### config.mk
export PLATFORM = sky130hd
export DESIGN_NAME = instr_fetch
export DESIGN_NICKNAME = d
export VERILOG_FILES = /design/src/rtl/instr_fetch.sv
export SDC_FILE = /design/constraint.sdc
export NUM_CORES = 1
export LEC_CHECK = 0
export CORE_MARGIN = 4
export CORE_UTILIZATION = 48
export CTS_CLUSTER_SIZE = 24
export DETAILED_ROUTE_END_ITERATION = 8
export PLACE_DENSITY = 0.89
export SLEW_MARGIN = 40
export SYNTH_ARGS = -nofsm -noshare
export SYNTH_HDL_FRONTEND = slang
export SYNTH_SLANG_ARGS = --single-unit
### constraint.sdc
create_clock -name clk -period 2.2 [get_ports clk]
set_input_delay 0.44 -clock clk [delete_from_list [all_inputs] [get_ports clk]]
set_output_delay 0.44 -clock clk [all_outputs]
set_load 0.02 [all_outputs]
### src/rtl/instr_fetch.sv
// instr_fetch
// -----------
// Instruction fetch stage feeding the decoder (ID). Owns the program counter,
// issues word fetches over a req/ack handshake, holds each fetched word and
// its address stable until ID accepts it, and redirects on a taken branch.
// A fetch already handed to memory is always completed. If a branch arrives
// while that fetch is still waiting, the returned word is dropped.
//
// Ports:
//   clk           system clock, rising-edge active
//   rst           synchronous active-high reset
//   imem_req      fetch request to instruction memory (decoded from state)
//   imem_addr     fetch byte address (current pc)
//   imem_ack      memory returns imem_rdata this cycle
//   imem_rdata    fetched instruction word
//   instruction   instruction presented to ID
//   instr_pc      address of the presented instruction
//   instr_valid   instruction/instr_pc are valid
//   id_ready      ID accepts the presented instruction
//   branch_valid  redirect request
//   branch_target redirect address (low two bits ignored)

module instr_fetch #(
  parameter logic [31:0] RESET_PC = 32'h0000_0000,
  parameter int          PC_STEP  = 4
) (
  input  logic        clk,
  input  logic        rst,
  output logic        imem_req,
  output logic [31:0] imem_addr,
  input  logic        imem_ack,
  input  logic [31:0] imem_rdata,
  output logic [31:0] instruction,
  output logic [31:0] instr_pc,
  output logic        instr_valid,
  input  logic        id_ready,
  input  logic        branch_valid,
  input  logic [31:0] branch_target
);

  localparam logic [1:0] IDLE  = 2'd0;
  localparam logic [1:0] FETCH = 2'd1;
  localparam logic [1:0] HOLD  = 2'd2;
  localparam logic [1:0] FLUSH = 2'd3;

  logic [1:0]  state;
  logic [31:0] pc;
  logic [31:0] pending_pc;
  logic [31:0] target_aligned;

  // Branch targets are always word aligned.
  assign target_aligned = branch_target & ~32'h3;

  // FLUSH keeps presenting the abandoned address so the outstanding
  // handshake completes exactly as memory saw it.
  assign imem_req  = (state == FETCH) || (state == FLUSH);
  assign imem_addr = pc;

  always_ff @(posedge clk) begin
    if (rst) begin
      state       <= IDLE;
      pc          <= RESET_PC;
      pending_pc  <= 32'h0;
      instruction <= 32'h0;
      instr_pc    <= 32'h0;
      instr_valid <= 1'b0;
    end else if (branch_valid) begin
      // A branch wins over ack and id_ready; whatever is presented or in
      // flight belongs to the wrong path.
      instr_valid <= 1'b0;
      case (state)
        IDLE, HOLD: begin
          pc    <= target_aligned;
          state <= FETCH;
        end
        FETCH: begin
          if (imem_ack) begin
            pc    <= target_aligned;
            state <= FETCH;
          end else begin
            pending_pc <= target_aligned;
            state      <= FLUSH;
          end
        end
        default: begin
          pending_pc <= target_aligned;
          if (imem_ack) begin
            pc    <= target_aligned;
            state <= FETCH;
          end
        end
      endcase
    end else begin
      case (state)
        IDLE: begin
          state <= FETCH;
        end
        FETCH: begin
          if (imem_ack) begin
            instruction <= imem_rdata;
            instr_pc    <= pc;
            instr_valid <= 1'b1;
            pc          <= pc + 32'(PC_STEP);
            state       <= HOLD;
          end
        end
        HOLD: begin
          if (id_ready) begin
            instr_valid <= 1'b0;
            state       <= FETCH;
          end
        end
        default: begin
          if (imem_ack) begin
            pc    <= pending_pc;
            state <= FETCH;
          end
        end
      endcase
    end
  end

endmodule

; Word level (Yosys, flattened, before mapping)
; Cells that the tools add are included.
[totals]
reg_bits = 131
[op_classes]
muxes = 18
bitwise = 2
addsub = 1
n_eq_ne = 10
n_reduce_logical = 11
[ops]
columns = op, n
row1 = $mux 32, 6
row2 = $pmux 32 s2, 2
row3 = $add 32x3->32 const B, 1
row4 = $mux 2, 5
row5 = $ne 3x3->1 const B, 3
row6 = $reduce_and 3->1, 3
row7 = $ne 2x2->1 const B, 3
row8 = $pmux 2 s3, 1
row9 = $eq 2x2->1 const B, 2
row10 = $pmux 2 s2, 1
row11 = $reduce_and 4->1, 1
row12 = $reduce_or 2->1, 2
row13 = $reduce_bool 3->1, 1
row14 = $eq 2x1->1 const B, 1
row15 = $logic_not 2->1, 1
row16 = $mux 1, 2
row17 = $ne 2x1->1 const B, 1
row18 = $not 1->1, 2
row19 = $pmux 1 s2, 1
row20 = $reduce_and 2->1, 1
row21 = $reduce_bool 2->1, 1
row22 = $logic_or 1x1->1, 1

; Logic depth before layout (Yosys ltp)
[logic_depth]
depth_word = 4
ltp_mapped = 8
mapped_depth_nobuf = 6

; Least setup slack after synthesis
; OpenSTA, ideal clock, no wires.
[synth_path]
kind = register to register
startpoint = register pc[4], in the netlist imem_addr[4]
endpoint = register pc[23], in the netlist imem_addr[23]
arrival_time_ps = 2055
n_path_buf = 1
slack_ps = 58
stages_incl_launch_ff = 7
t_required_ps = 2114
cell_sequence = dfxtp_1 -> clkbuf_1 -> nand4_1 -> or3_4 -> or4_1 -> a311o_1 -> a221oi_2
[synth_between]
elab_chain_cells = 4
[synth_rtl]
columns = item, line_no
row1 = from (decl), 47  ; logic [31:0] pc;
row2 = from (signal assigned), 73  ; pc <= target_aligned;
row3 = from (signal assigned), 78  ; pc <= target_aligned;
row4 = from (signal assigned), 88  ; pc <= target_aligned;
row5 = $add 32x3->32, 103  ; pc <= pc + 32'(PC_STEP);
row6 = $mux 32, 99  ; if (imem_ack) begin
row7 = $pmux 32 s2, 94  ; case (state)
row8 = $mux 32, 67  ; end else if (branch_valid) begin
; No other way between the ends. The select of a mux whose other input is x is not followed.
; A chain may end at the register's enable or synchronous reset.

; Worst setup path after layout
[layout_path]
startpoint = register pc[2], in the netlist imem_addr[2]
endpoint = register pc[23], in the netlist imem_addr[23]
; Same word-level chain as after synthesis.

==> impl_metrics.yaml <==
finish:
  nets: 1004
  final_cell_count_no_fill: 1090
  ff_latch_area_mm2: 0.00250
  final_core_util_pct: 72.2
  drive_gt1_share_pct: 10.3
  multi_input_area_mm2: 0.00294
  n_fill_cell: 845
  num_antenna_cells: 0
  syn2layout_area_growth_pct: 46.1
worst_hold_path:
  hold_path_class: "in2reg"
  hold_path.startpoint: "rst"
  holdPathEnd: "state[0]$_SDFFE_PP0P_"
  hold_depth: 2
clocking:
  root_buffer: "clkbuf_16"
  cts_max_level: 4
  cts_resized: 0
  postCtsSetupBuffers: 0
  insertion_delay_ps: 420
  postCtsHoldBufs: 0
  cts_tree: "done"
  clkTransAtPathRegs_ps: 60
  cts_sinks: 125
  cts_buffers: 17
  cts_max_path_buffers: 2
pwr:
  peakVddDrop_v: 0.000761
  cellLeakagePower_uw: 0.00296
  power.density_mw_per_mm2: 778
  p_total_uw: 6480
placement:
  portBuffers: 160
  routabilityCongestion: 0.850
  place_inst: 1058
  hpwl_um: 12300
sta:
  fin_setup_tns_ps: 0
  relSlewSlack_pct: 61.5
  hold_viol: 0
  period_share_pct: 95.9
  setup-violations-final: 0
  skew_ps: 7.44
  drv_slew: 0
  hold_slack_ps: 419
  rsz0062_at_grt: "no"
  worstMarginPinSlew_ps: 573
  max_freq_mhz: 474
  fin_crit_ps: 2110
detailed_routing:
  drt-pass1-iter-count: 5
  via_count: 6222
  drc: 0
  wl_met1_um: 7200
  met3_length_um: 1530
  wl_met2_um: 9080
  ant_nets: 0
  vias_per_cell: 5.71
  wl_per_cell_um: 16.9
  top_layer_used: "met4"
  drt-initial-drc-count: 689
  totalWireLength_um: 18400
critical_path:
  worstReg2RegEnd: "imem_addr[23]$_SDFFE_PP0P_"
  crit_fanout: 6
  reg2reg_slack_ps: 90
  crit_required_ps: 2530
  cp_top_family: "simple AND/OR/NAND/NOR gates"
  arrival_ps: 2440
  critPathBufInv: 0
  r2r-start: "imem_addr[2]$_SDFFE_PP0P_"
  worst_path_max_delay_cell: "or3_4"
  max_stage_delay_ps: 450
  path_class: "reg2reg"
  worstSetupStartpointType: "register"
  reg2reg_depth: 5
  end_kind: "register"
  crit_chain: "nand4_1 > or3_4 > or4_1 > a311o_1 > a221oi_2"
yosys:
  synth_seq_cells: 125
  synth_area_mm2: 0.00570
  synth.largest_area_cell: "dfxtp_1"
  synth_warnings: 0
  synth_top_area_share_pct: 43.9
  synth_edf_count: 0
  ys.flop_type: "dfxtp_1"
  synth_cell_type_count: 54
  synthTopCellsByArea: "dfxtp_1 44%, nand2_1 14%, a21oi_1 10%"
  ys_seq_area_share_pct: 43.9
  async_flop_share_pct: 0
  yosysMostFrequentCell: "nand2_1"
  syn_avg_cell_area_um2: 7.45
  netlist_instances: 764
  synth_common_cells: "214 x nand2_1, 125 x dfxtp_1, 119 x a21oi_1, 55 x clkbuf_1, 47 x nor2_1"
floorplanning:
  start_util_pct: 49.5
  die_y_um: 117
  ios: 167
  fp-row-count: 39
  dieArea_mm2: 0.0137
  coreArea_mm2: 0.0115
  die_w_um: 117
global_routing:
  grt_pass1_vias: 6036
  grt_start_max_net_pins: 65
  grt_overflow: 0
  grt_use_total_pct: 26.9
  antenna_found_initial: 0
  grt_pass1_wl_um: 29000
status:
  status: "complete, no violations"
flow_run:
  max-cap-violations: 0
-- cells by family after synthesis --
group	after synthesis	share of synthesized area (%)
compound gates	194	20.1
mux	10	1.78
other cells	1	0.0658
buf+inv	70	4.92
xor+xnor	4	0.615
fa+ha+maj	1	0.220
simple gates	359	28.3
flops	125	43.9
-- final cells by class --
type / instances / share of cell area (%)
Timing Repair Buffer: 213 / 24.5
Inverter: 5 / 0.226
Clock inverter: 10 / 1.94
Tap cell: 143 / 2.15
Clock buffer: 22 / 5.70
Sequential cell: 125 / 30.1
Multi-Input combinational cell: 572 / 35.3
-- state kept, by name (all words and copies together), names as in the netlist --
name	flops
pending_pc	30
instr_pc	30
instr_valid	1
imem_addr	30
state	2
instruction	32
-- metrics by stage --
| stage | setup WS (ps) | cell area, µm² |
|---|---|---|
| after global placement | 197 | 7680 |
| final | 90.4 | 8320 |
| after CTS | 114 | 8320 |
| after detailed placement | 139 | 7680 |
| after floorplan | 58.4 | 5710 |
| after global routing | 41.0 | 8320 |
-- layout by cell type (no fill, tap or decap), drive strengths merged, types with 4 or more instances in the layout --
master,n
nand2,214
clkdlybuf4s50,158
dfxtp,125
a21oi,119
buf,55
nor2,47
clkbuf,22
o21ai,20
nor3,15
nand3,14
nand2b,12
nand4,12
a211oi,11
o31ai,10
or4,9
mux2i,9
nor4,9
and3,6
a311oi,6
nor2b,6
inv,5
a221oi,5
o211ai,4
conb,4
bufinv,4
or3,4
-- power by group --
part	switching [µW]	internal, µW
sequential	78.4	2370
combinational	572	467
clock	1010	1980
total	1660	4820
-- how the worst max path moves through the flow --
stage | startpoint | depth (start not counted) | to
6_report | imem_addr[2]$_SDFFE_PP0P_ | 5 | imem_addr[23]$_SDFFE_PP0P_
5_1_grt | imem_addr[2]$_SDFFE_PP0P_ | 5 | imem_addr[23]$_SDFFE_PP0P_
4_1_cts | imem_addr[2]$_SDFFE_PP0P_ | 5 | imem_addr[23]$_SDFFE_PP0P_
3_5_place_dp | imem_addr[2]$_SDFFE_PP0P_ | 5 | imem_addr[23]$_SDFFE_PP0P_
3_3_place_gp | imem_addr[2]$_SDFFE_PP0P_ | 5 | imem_addr[23]$_SDFFE_PP0P_
2_1_floorplan | imem_addr[4]$_SDFFE_PP0P_ | 6 | imem_addr[23]$_SDFFE_PP0P_
-- layer usage --
metal	up-vias	global-route usage, %
met2	305	45.1
met5	-	0
li1	2983	-
met3	52	7.66
met1	2882	31.6
met4	0	13.4
Power figures use the tool's default switching activity.
